$ cat src/rtl/acc_cpu_pkg.sv
// Shared widths, opcodes and instruction field helpers for the accumulator CPU.
package acc_cpu_pkg;

  localparam int unsigned DATA_W    = 8;
  localparam int unsigned ADDR_W    = 4;
  localparam int unsigned MEM_DEPTH = 16;
  localparam int unsigned OPC_W     = 4;
  localparam int unsigned INSTR_W   = OPC_W + DATA_W;

  localparam logic [OPC_W-1:0] OP_NOP  = 4'h0;
  localparam logic [OPC_W-1:0] OP_LOAD = 4'h1;
  localparam logic [OPC_W-1:0] OP_ADD  = 4'h2;
  localparam logic [OPC_W-1:0] OP_SUB  = 4'h3;
  localparam logic [OPC_W-1:0] OP_AND  = 4'h4;
  localparam logic [OPC_W-1:0] OP_OR   = 4'h5;
  localparam logic [OPC_W-1:0] OP_XOR  = 4'h6;
  localparam logic [OPC_W-1:0] OP_NOT  = 4'h7;
  localparam logic [OPC_W-1:0] OP_SHL  = 4'h8;
  localparam logic [OPC_W-1:0] OP_SHR  = 4'h9;
  localparam logic [OPC_W-1:0] OP_HALT = 4'hA;
  localparam logic [OPC_W-1:0] OP_JMP  = 4'hB;
  localparam logic [OPC_W-1:0] OP_JZ   = 4'hC;
  localparam logic [OPC_W-1:0] OP_JC   = 4'hD;

  // Opcode field of an instruction word
  function automatic logic [OPC_W-1:0] instr_opcode(input logic [INSTR_W-1:0] w);
    return w[INSTR_W-1:DATA_W];
  endfunction

  // Immediate field of an instruction word
  function automatic logic [DATA_W-1:0] instr_imm(input logic [INSTR_W-1:0] w);
    return w[DATA_W-1:0];
  endfunction

endpackage

$ cat src/rtl/acc_cpu_imem.sv
// Instruction RAM: async clear to NOP, synchronous write, combinational read.
module acc_cpu_imem
  import acc_cpu_pkg::*;
(
  input  logic               clk,
  input  logic               rst_n,
  input  logic               we,
  input  logic [ADDR_W-1:0]  waddr,
  input  logic [INSTR_W-1:0] wdata,
  input  logic [ADDR_W-1:0]  raddr,
  output logic [INSTR_W-1:0] rdata_c
);

  logic [INSTR_W-1:0] mem_q [MEM_DEPTH];
  logic [INSTR_W-1:0] mem_d [MEM_DEPTH];

  // Next memory contents: single-word update on a write
  always_comb begin
    for (int i = 0; i < int'(MEM_DEPTH); i++) begin
      mem_d[i] = mem_q[i];
    end
    if (we) begin
      mem_d[waddr] = wdata;
    end
  end

  // Storage; reset wipes every word back to NOP
  always_ff @(posedge clk or negedge rst_n) begin
    if (!rst_n) begin
      for (int i = 0; i < int'(MEM_DEPTH); i++) begin
        mem_q[i] <= '0;
      end
    end else begin
      for (int i = 0; i < int'(MEM_DEPTH); i++) begin
        mem_q[i] <= mem_d[i];
      end
    end
  end

  assign rdata_c = mem_q[raddr];

endmodule

$ cat src/rtl/accumulator_cpu.sv
// Single-cycle 8-bit accumulator core with a loadable 16-word instruction RAM.
// Optional branch opcodes (JMP/JZ/JC) are enabled by defining ACC_CPU_BRANCH_EN.
module accumulator_cpu
  import acc_cpu_pkg::*;
(
  input  logic               clk,
  input  logic               reset,
  input  logic               we,
  input  logic [ADDR_W-1:0]  instr_addr,
  input  logic [INSTR_W-1:0] instr_in,
  output logic [DATA_W-1:0]  AC,
  output logic [ADDR_W-1:0]  PC,
  output logic               halted
);

  typedef enum logic {ST_RUN, ST_HALT} state_t;

  state_t             state_q, state_d;
  logic [DATA_W-1:0]  ac_q, ac_d;
  logic [ADDR_W-1:0]  pc_q, pc_d;
  logic               carry_q, carry_d;
  logic               zero_q, zero_d;

  logic [INSTR_W-1:0] ir_c;
  logic [OPC_W-1:0]   opc;
  logic [DATA_W-1:0]  imm;
  logic [DATA_W:0]    add_res;
  logic [DATA_W:0]    sub_res;
  logic               upd_z;

  acc_cpu_imem u_imem (
    .clk     (clk),
    .rst_n   (reset),
    .we      (we),
    .waddr   (instr_addr),
    .wdata   (instr_in),
    .raddr   (pc_q),
    .rdata_c (ir_c)
  );

  // Decode, ALU, flag and PC update; writes and halt both freeze execution
  always_comb begin
    state_d = state_q;
    ac_d    = ac_q;
    pc_d    = pc_q;
    carry_d = carry_q;
    zero_d  = zero_q;
    upd_z   = 1'b0;
    opc     = instr_opcode(ir_c);
    imm     = instr_imm(ir_c);
    add_res = {1'b0, ac_q} + {1'b0, imm};
    sub_res = {1'b0, ac_q} - {1'b0, imm};

    if (!we && state_q == ST_RUN) begin
      pc_d = pc_q + ADDR_W'(1);
      case (opc)
        OP_LOAD: begin
          ac_d  = imm;
          upd_z = 1'b1;
        end
        OP_ADD: begin
          ac_d    = add_res[DATA_W-1:0];
          carry_d = add_res[DATA_W];
          upd_z   = 1'b1;
        end
        OP_SUB: begin
          // Top bit of the widened difference is the borrow (AC < imm)
          ac_d    = sub_res[DATA_W-1:0];
          carry_d = sub_res[DATA_W];
          upd_z   = 1'b1;
        end
        OP_AND: begin
          ac_d  = ac_q & imm;
          upd_z = 1'b1;
        end
        OP_OR: begin
          ac_d  = ac_q | imm;
          upd_z = 1'b1;
        end
        OP_XOR: begin
          ac_d  = ac_q ^ imm;
          upd_z = 1'b1;
        end
        OP_NOT: begin
          ac_d  = ~ac_q;
          upd_z = 1'b1;
        end
        OP_SHL: begin
          ac_d    = {ac_q[DATA_W-2:0], 1'b0};
          carry_d = ac_q[DATA_W-1];
          upd_z   = 1'b1;
        end
        OP_SHR: begin
          ac_d    = {1'b0, ac_q[DATA_W-1:1]};
          carry_d = ac_q[0];
          upd_z   = 1'b1;
        end
        OP_HALT: begin
          pc_d    = pc_q;
          state_d = ST_HALT;
        end
`ifdef ACC_CPU_BRANCH_EN
        OP_JMP: begin
          pc_d = imm[ADDR_W-1:0];
        end
        OP_JZ: begin
          if (zero_q) pc_d = imm[ADDR_W-1:0];
        end
        OP_JC: begin
          if (carry_q) pc_d = imm[ADDR_W-1:0];
        end
`endif
        default: begin
          // NOP and unused opcodes only advance the PC
        end
      endcase
      if (upd_z) begin
        zero_d = (ac_d == '0);
      end
    end
  end

  // Architectural state registers
  always_ff @(posedge clk or negedge reset) begin
    if (!reset) begin
      state_q <= ST_RUN;
      ac_q    <= '0;
      pc_q    <= '0;
      carry_q <= 1'b0;
      zero_q  <= 1'b1;
    end else begin
      state_q <= state_d;
      ac_q    <= ac_d;
      pc_q    <= pc_d;
      carry_q <= carry_d;
      zero_q  <= zero_d;
    end
  end

  assign AC     = ac_q;
  assign PC     = pc_q;
  assign halted = (state_q == ST_HALT);

endmodule

$ cat config.mk
export PLATFORM = sky130hd
export DESIGN_NAME = accumulator_cpu
export DESIGN_NICKNAME = d
export VERILOG_FILES = /design/src/rtl/acc_cpu_pkg.sv /design/src/rtl/acc_cpu_imem.sv /design/src/rtl/accumulator_cpu.sv
export SDC_FILE = /design/constraint.sdc
export NUM_CORES = 1
export LEC_CHECK = 0
export ABC_CLOCK_PERIOD_IN_PS = 10300
export BUFFER_PORTS_ARGS = -buffer_cell sky130_fd_sc_hd__buf_2
export CORE_UTILIZATION = 30
export CTS_CLUSTER_DIAMETER = 150
export CTS_CLUSTER_SIZE = 12
export DETAILED_ROUTE_END_ITERATION = 12
export PLACE_DENSITY_LB_ADDON = 0.08
export SLEW_MARGIN = 10
export SYNTH_ARGS = -nofsm -noshare
export SYNTH_HDL_FRONTEND = slang
export SYNTH_SLANG_ARGS = --single-unit
$ cat constraint.sdc
create_clock -name clk -period 10.3 [get_ports clk]
set_clock_uncertainty 0.15 [all_clocks]
set_input_delay 0 -clock clk [delete_from_list [all_inputs] [get_ports clk]]
set_output_delay 0 -clock clk [all_outputs]
set_load 0.02 [all_outputs]
==> reports/results.tsv, run 1 <==
metric	value	unit
fraction of layout cells with a size suffix above 1	0.3747	
Mapped Cells	792	
EDFF count, synth	0	
antenna fix cells	0	
# rows	68	
Overflow after GRT	0	
Die X	190.6	um
final instance area	11990	sq um
RSZ-0062 raised after global routing	no	
required time worst endpoint	10.57	ns
Port Buffers	31	
worst-path fanout max	39	
Sink Count	205	
Die ar.	36330	sq um
CTS Buffer Depth	3	
Max Cap Viol	0	
Hold Path Depth	4	
largest net degree at the start of global routing	77	
final core utilization	0.3444	
CTS H-tree depth	1	
CTS tree	built	
area of the mapped netlist	10670	sq um
Ys Warns	0	
WL per Instance	24.18	um
WL final	31070	um
top post-synthesis cells by count	205 x dfrtp_1, 192 x mux2_2, 49 x mux2i_1, 28 x clkbuf_1, 27 x nor2_1	
CP Class	flop to flop	
CP max stage delay	0.88	ns
synth top area cells	dfrtp_1 48%, mux2_2 20%, mux4_2 5.1%	
Yosys cell types	71	
core area	34800	sq um
headroom to the max-slew limit	0.2502	
Tot GR Track Use	0.1768	
Seq/Total Area, Yosys	0.4807	
global-route wire length before repair	47550	um
Fin Setup TNS	0	ns
outcome	complete, no violations	
HPWL after detailed placement	20810	um
Async S/R FF share, synth	1.000	
Die Ht	190.6	um
first-pass iteration count of the detailed router	5	
count leader, synth	dfrtp_1	
f_max	157.3	MHz
R2R cell count	16	
I/O Pins	32	
worst skew pair latency	0.51	ns
Cell Chain, Critical Path	buf_4 > mux4_2 > a22oi_1 > nand2_1 > and4bb_2 > o21a_1 > inv_1 > ha_1 > nor2b_1 > o21ai_0 > a21oi_1 > o41ai_1 > xnor3_1 > o21ai_1 > or3b_1 > a211oi_1	
Final period util	0.6172	
worst slew pin tran	1.125	ns
Slew Limit Fails	0	
Final Critical Period	6.357	ns
Clk pin slew, worst setup/hold paths	0.08	ns
total power after layout	4.066	mW
root buffer cell	clkbuf_16	
Synth top area share	0.4807	
DR DRC count	0	
startpoint types	flop	
Hold Crit Class	input pin to flop	
Synthesized Nets	838	
sequential cell area	5134	sq um
Synth Register Bits	205	
CTS Buf Count	21	
CP max-delay cell	dfrtp_4	
Worst path depth	16	
crit path DAT	6.63	ns
DRT iter0 DRCs	296	
LEAKAGE	5.124	nW
Worst VDD drop	0.1655	mV
Main synth FF type	dfrtp_1	
final hold violations	0	
layout net count	875	
pwr dens	339.3	nW/um^2
Post-CTS Setup Repair Bufs	0	
vias in the first global route	7196	
Yosys top cell by area	dfrtp_1	
synthesized area per cell	13.48	sq um
total area of multi-input combinational cells	5166	sq um
Buffers & Inverters on Critical Path	2	
Post-CTS Resized	0	
Filler Cells Inserted	3360	
initial antenna violation count	0	
Starting Density	0.3067	
delay-heaviest family, CP	compound AO/OA/AOI/OAI gates	
reg2reg setup slack	3.94	ns
Layout Area Growth over Synthesis	12.30	%
Post-DRT Antenna Nets	0	
Placed Instance Area	11220	sq um
via count	6829	
global placer's final weighted congestion	0.8305	
final setup fails	0	
Vias/cell	5.314	
Critical Path Sink Type	flop	
-- repair_timing --
action                     in CTS  in global routing
hold buffers                   22                  0
setup endpoints to repair       0                  0
hold endpoints to repair      275                  0
-- cell type report --
cell class,instances,share of cell area
clock buffers,23,0.04447
clock inverters,1,0.0009396
inverters,20,0.006264
multi-input cells,513,0.4310
flip-flops and latches,205,0.4283
well taps,455,0.04750
repair buffers,68,0.04144
-- state kept, by name, summed over array words and instances, names as in the netlist --
signal	cells
PC	4
halted	1
u_imem.mem_q	192
AC	8
-- report_power, final --
part	leakage (nW)	switching, mW	internal [mW]
Sequential	2.51	0.204	1.00
Combinational	2.35	1.24	0.947
Clock	0.267	0.308	0.364
-- cell usage in the layout (no fill, tap or decap), types with 8 or more instances in the layout --
master / instances
nor2_1: 27
dfrtp_1: 204
mux2_2: 192
mux4_2: 24
nand2_1: 20
ha_1: 26
o21ai_0: 12
xnor2_1: 11
mux2i_1: 49
buf_4: 15
dlygate4sd3_1: 22
a221oi_1: 16
a221oi_2: 8
buf_2: 30
inv_1: 20
clkbuf_16: 21
a22oi_1: 10
-- logic make-up (layout without fill, tap and decap cells) --
family	Yosys count	count (layout)	synth area share
simple gates	104	104	0.05721
mux	266	266	0.3002
buf+inv	74	112	0.03529
compound gates	102	102	0.08078
xor+xnor	14	14	0.01348
fa+ha+maj	27	27	0.03236
flops	205	205	0.4807
-- worst min-delay path, delay by kind of cell --
kind / cells / cell delay, ns
buffers and inverters: 1 / 0.11
multiplexers: 1 / 0.26
AND/OR/NAND/NOR: 2 / 0.34
-- through the flow --
stage               cells  hold slack, ns  setup WS (ns)
floorplan             792         -0.4456          5.915
global placement     1239        -0.07071          4.149
detailed placement   1239        -0.05273          4.018
CTS                  1285         0.05949          4.008
global route         1285          0.1176          3.573
finish               1285          0.1055          3.943
-- final timing paths --
| path | startpoint | endpoint |
|---|---|---|
| hold / removal | instr_addr[1] | u_imem.mem_q[32] |
| max in group asynchronous | reset | u_imem.mem_q[22] |
| setup reg to reg | PC[0] | AC[7] |
| setup / recovery | PC[0] | AC[7] |
| hold reg to reg | u_imem.mem_q[144] | u_imem.mem_q[144] |
| min in group asynchronous | reset | u_imem.mem_q[104] |
-- metal layers --
| layer | track usage | part of all wire | vias to the layer above |
|---|---|---|---|
| met5 | 0 | 0 | - |
| met4 | 0.03877 | 0.016 | 0 |
| met3 | 0.02282 | 0.033 | 27 |
| met2 | 0.2923 | 0.48 | 119 |
| met1 | 0.2457 | 0.47 | 3657 |
| li1 | - | - | 3026 |
Power figures use the tool's default switching activity.
==> run 2: changes to the inputs <==
--- a/config.mk
+++ b/config.mk
@@ -5,7 +5,8 @@
 export SDC_FILE = /design/constraint.sdc
 export NUM_CORES = 1
 export LEC_CHECK = 0
-export ABC_CLOCK_PERIOD_IN_PS = 10300
+export ABC_AREA = 1
+export ABC_CLOCK_PERIOD_IN_PS = 5200
 export BUFFER_PORTS_ARGS = -buffer_cell sky130_fd_sc_hd__buf_2
 export CORE_UTILIZATION = 30
 export CTS_CLUSTER_DIAMETER = 150
==> constraint.sdc (replaced) <==
create_clock -name clk -period 5.2 [get_ports clk]
set_clock_uncertainty 0.15 [all_clocks]
set_input_delay 0 -clock clk [delete_from_list [all_inputs] [get_ports clk]]
set_output_delay 0 -clock clk [all_outputs]
set_load 0.02 [all_outputs]
==> run 2 against run 1 <==
Worst setup slack worse by 3.0 ns. Total power up 86%. Clock power increased by 100%. Largest cell class is now sequential cells. Final area down 1.6%. Via count increased by 30%.
==> reports/results.tsv, run 2 <==
metric	value	unit	change
outcome	complete, no violations		
global-route wire length before repair	52960	um	+11%
CTS Buf Count	21		unchanged
Overflow after GRT	0		unchanged
CP max-delay cell	dfrtp_4		
worst slew pin tran	0.9410	ns	-0.1838 ns
root buffer cell	clkbuf_16		
total power after layout	7.568	mW	+86%
max reg flops	192		unchanged
Die Ht	189.6	um	-0.56%
HPWL after detailed placement	21580	um	+3.7%
pwr dens	641.8	nW/um^2	+89%
CTS tree	built		
R2R cell count	28		+12
multiplexer share of the synthesized area	0		-0.3002
Starting Density	0.3055		-0.001211
Post-CTS Resized	0		unchanged
area of the mapped netlist	10550	sq um	-1.1%
fraction of layout cells with a size suffix above 1	0.07128		-0.3034
CP Class	flop to flop		
Hold Buf Count CTS	18		-18%
WL per Instance	18.12	um	-25%
reg2reg setup slack	0.92	ns	-3.02 ns
Ys Warns	0		unchanged
startpoint types	flop		
Port Buffers	31		unchanged
Synthesized Nets	1442		+72%
Slew Limit Fails	0		unchanged
Pint	4.006	mW	+73%
Tot GR Track Use	0.1923		+0.01558
synthesized area per cell	7.559	sq um	-44%
synth top area cells	dfrtp_1 49%, nand2_1 16%, o21ai_0 9.2%		
worst r2r dst	AC[6]		
Sink Count	205		unchanged
Seq pwr share	0.299		+0.002
largest net degree at the start of global routing	117		+52%
RSZ-0062 raised after global routing	no		
Die ar.	35930	sq um	-1.1%
EDFF count, synth	0		unchanged
RR Startpoint	PC[0]		
CTS H-tree depth	1		unchanged
CTS Buffer Depth	3		unchanged
vias in the first global route	8701		+21%
CP max stage delay	0.67	ns	-0.21 ns
Fin Setup TNS	0	ns	unchanged
Die X	189.6	um	-0.56%
# rows	68		unchanged
antenna fix cells	0		unchanged
DR DRC count	0		unchanged
post-synthesis xor/xnor area fraction	0.006640		-0.006842
Crit path top cell by count	nand2_1		
headroom to the max-slew limit	0.3727		+0.1225
final hold violations	0		unchanged
initial antenna violation count	0		unchanged
leading cell type in the layout, fill and taps excluded	nand2_1		
Clock power frac	0.181		+0.016
P_sw	3.562	mW	+100%
Yosys top cell by area	dfrtp_1		
core area	34540	sq um	-0.73%
Largest Register	u_imem.mem_q		
count leader, synth	nand2_1		
DRT iter0 DRCs	606		+100%
global placer's final weighted congestion	0.8310		about the same
final setup fails	0		unchanged
most frequent cells in the layout	462 x nand2_1, 204 x dfrtp_1, 193 x o21ai_0		
first-pass iteration count of the detailed router	5		unchanged
Yosys cell types	37		-48%
Clk pin slew, worst setup/hold paths	0.07	ns	about the same
Final Critical Period	4.278	ns	-2.079 ns
WL final	33660	um	+8.3%
main combinational cell family by area after synthesis	simple AND/OR/NAND/NOR gates		
via count	8851		+30%
Synth top area share	0.4861		+0.005471
Critical Path Sink Type	flop		
required time worst endpoint	5.44	ns	-5.13 ns
Final period util	0.8227		+0.2055
Hold Crit Class	input pin to asynchronous set/reset pin		
LEAKAGE	5.695	nW	+11%
Filler Cells Inserted	3791		+13%
worst skew pair latency	0.51	ns	about the same
Worst VDD drop	0.2725	mV	+65%
f_max	233.7	MHz	+49%
layout net count	1447		+65%
switching share of power	0.4707		+0.04026
Async S/R FF share, synth	1.000		unchanged
Post-CTS Setup Repair Bufs	0		unchanged
top post-synthesis cells by count	462 x nand2_1, 205 x dfrtp_1, 193 x o21ai_0, 133 x nor2_1, 80 x inv_1		
Layout Area Growth over Synthesis	11.74	%	
I/O Pins	32		unchanged
Synth Register Bits	205		unchanged
combinational cell fraction of total power	0.521		-0.016
Vias/cell	4.764		-10%
Main synth FF type	dfrtp_1		
post-synthesis compound-gate area fraction	0.1450		+0.06423
Seq/Total Area, Yosys	0.4861		+0.005471
Mapped Cells	1396		+76%
crit path DAT	4.52	ns	-2.11 ns
Max Cap Viol	0		unchanged
Adder-Cell Fraction of Synth Area	0.03272		+0.0003683
simple-gate share of the synthesized area	0.2603		+0.2030
worst-path fanout max	37		-5.1%
Post-DRT Antenna Nets	0		unchanged
==> run 2: cell families after synthesis <==
group | after synthesis
AND/OR/NAND/NOR | 687
XOR/XNOR | 8
buffers and inverters | 173
flip-flops | 205
AO/OA/AOI/OAI | 296
adder cells (fa/ha/maj) | 27
==> run 2: worst max path at each step <==
stage | slack, ns | from | endpoint
2_1_floorplan | 1.66 | PC[0] | AC[6]
3_3_place_gp | 0.97 | PC[0] | AC[6]
3_5_place_dp | 0.92 | PC[0] | AC[6]
4_1_cts | 0.92 | PC[0] | AC[6]
5_1_grt | 0.44 | PC[0] | AC[7]
6_report | 0.92 | PC[0] | AC[6]
==> run 2: power groups by stage <==
stage	sequential, mW	combinational (mW)	clock [mW]
global route	2.31	4.53	1.46
floorplan	2.21	2.87	0
finish	2.26	3.94	1.37
CTS	2.26	3.98	1.41
global placement	2.29	3.95	0
detailed placement	2.29	3.95	0
==> run 2: routing by layer <==
layer,global-route usage,share of wire,vias to the layer above
li1,-,-,4466
met1,0.2850,0.51,4213
met2,0.3033,0.44,139
met3,0.01845,0.029,33
met4,0.03815,0.015,0
met5,0,0,-
==> run 2: area by class of cell <==
type                       count  area (sq um)  area share
sequential                   205          5134      0.4354
multi-input combinational   1018          4692      0.3979
tap                          455         569.3     0.04828
clock buffer                  23         533.0     0.04520
timing repair buffer          62         493.0     0.04181
inverter                      93         350.3     0.02971
clock inverter                 2         20.02    0.001698
==> run 2: per-stage QoR <==
step	setup slack [ns]	hold WS, ns	instance area, sq um	std cells	util
floorplan	1.660	-0.4456	10550	1396	-
global placement	0.9732	0.03694	11060	1815	0.3201
detailed placement	0.9215	0.03394	11060	1815	0.3201
CTS	0.9242	0.03118	11790	1858	0.3414
global route	0.4444	0.04219	11790	1858	0.3414
finish	0.9217	0.009115	11790	1858	0.3414
==> run 2: worst max-delay path: cells and delay by family, from the launching register on <==
family / cells / cell delay, ns
buffers and inverters: 5 / 0.76
and+or+nand+nor: 16 / 1.43
AOI/OAI and AO/OA: 5 / 0.43
adders and majority gates: 2 / 0.69
DFF: 1 / 0.67
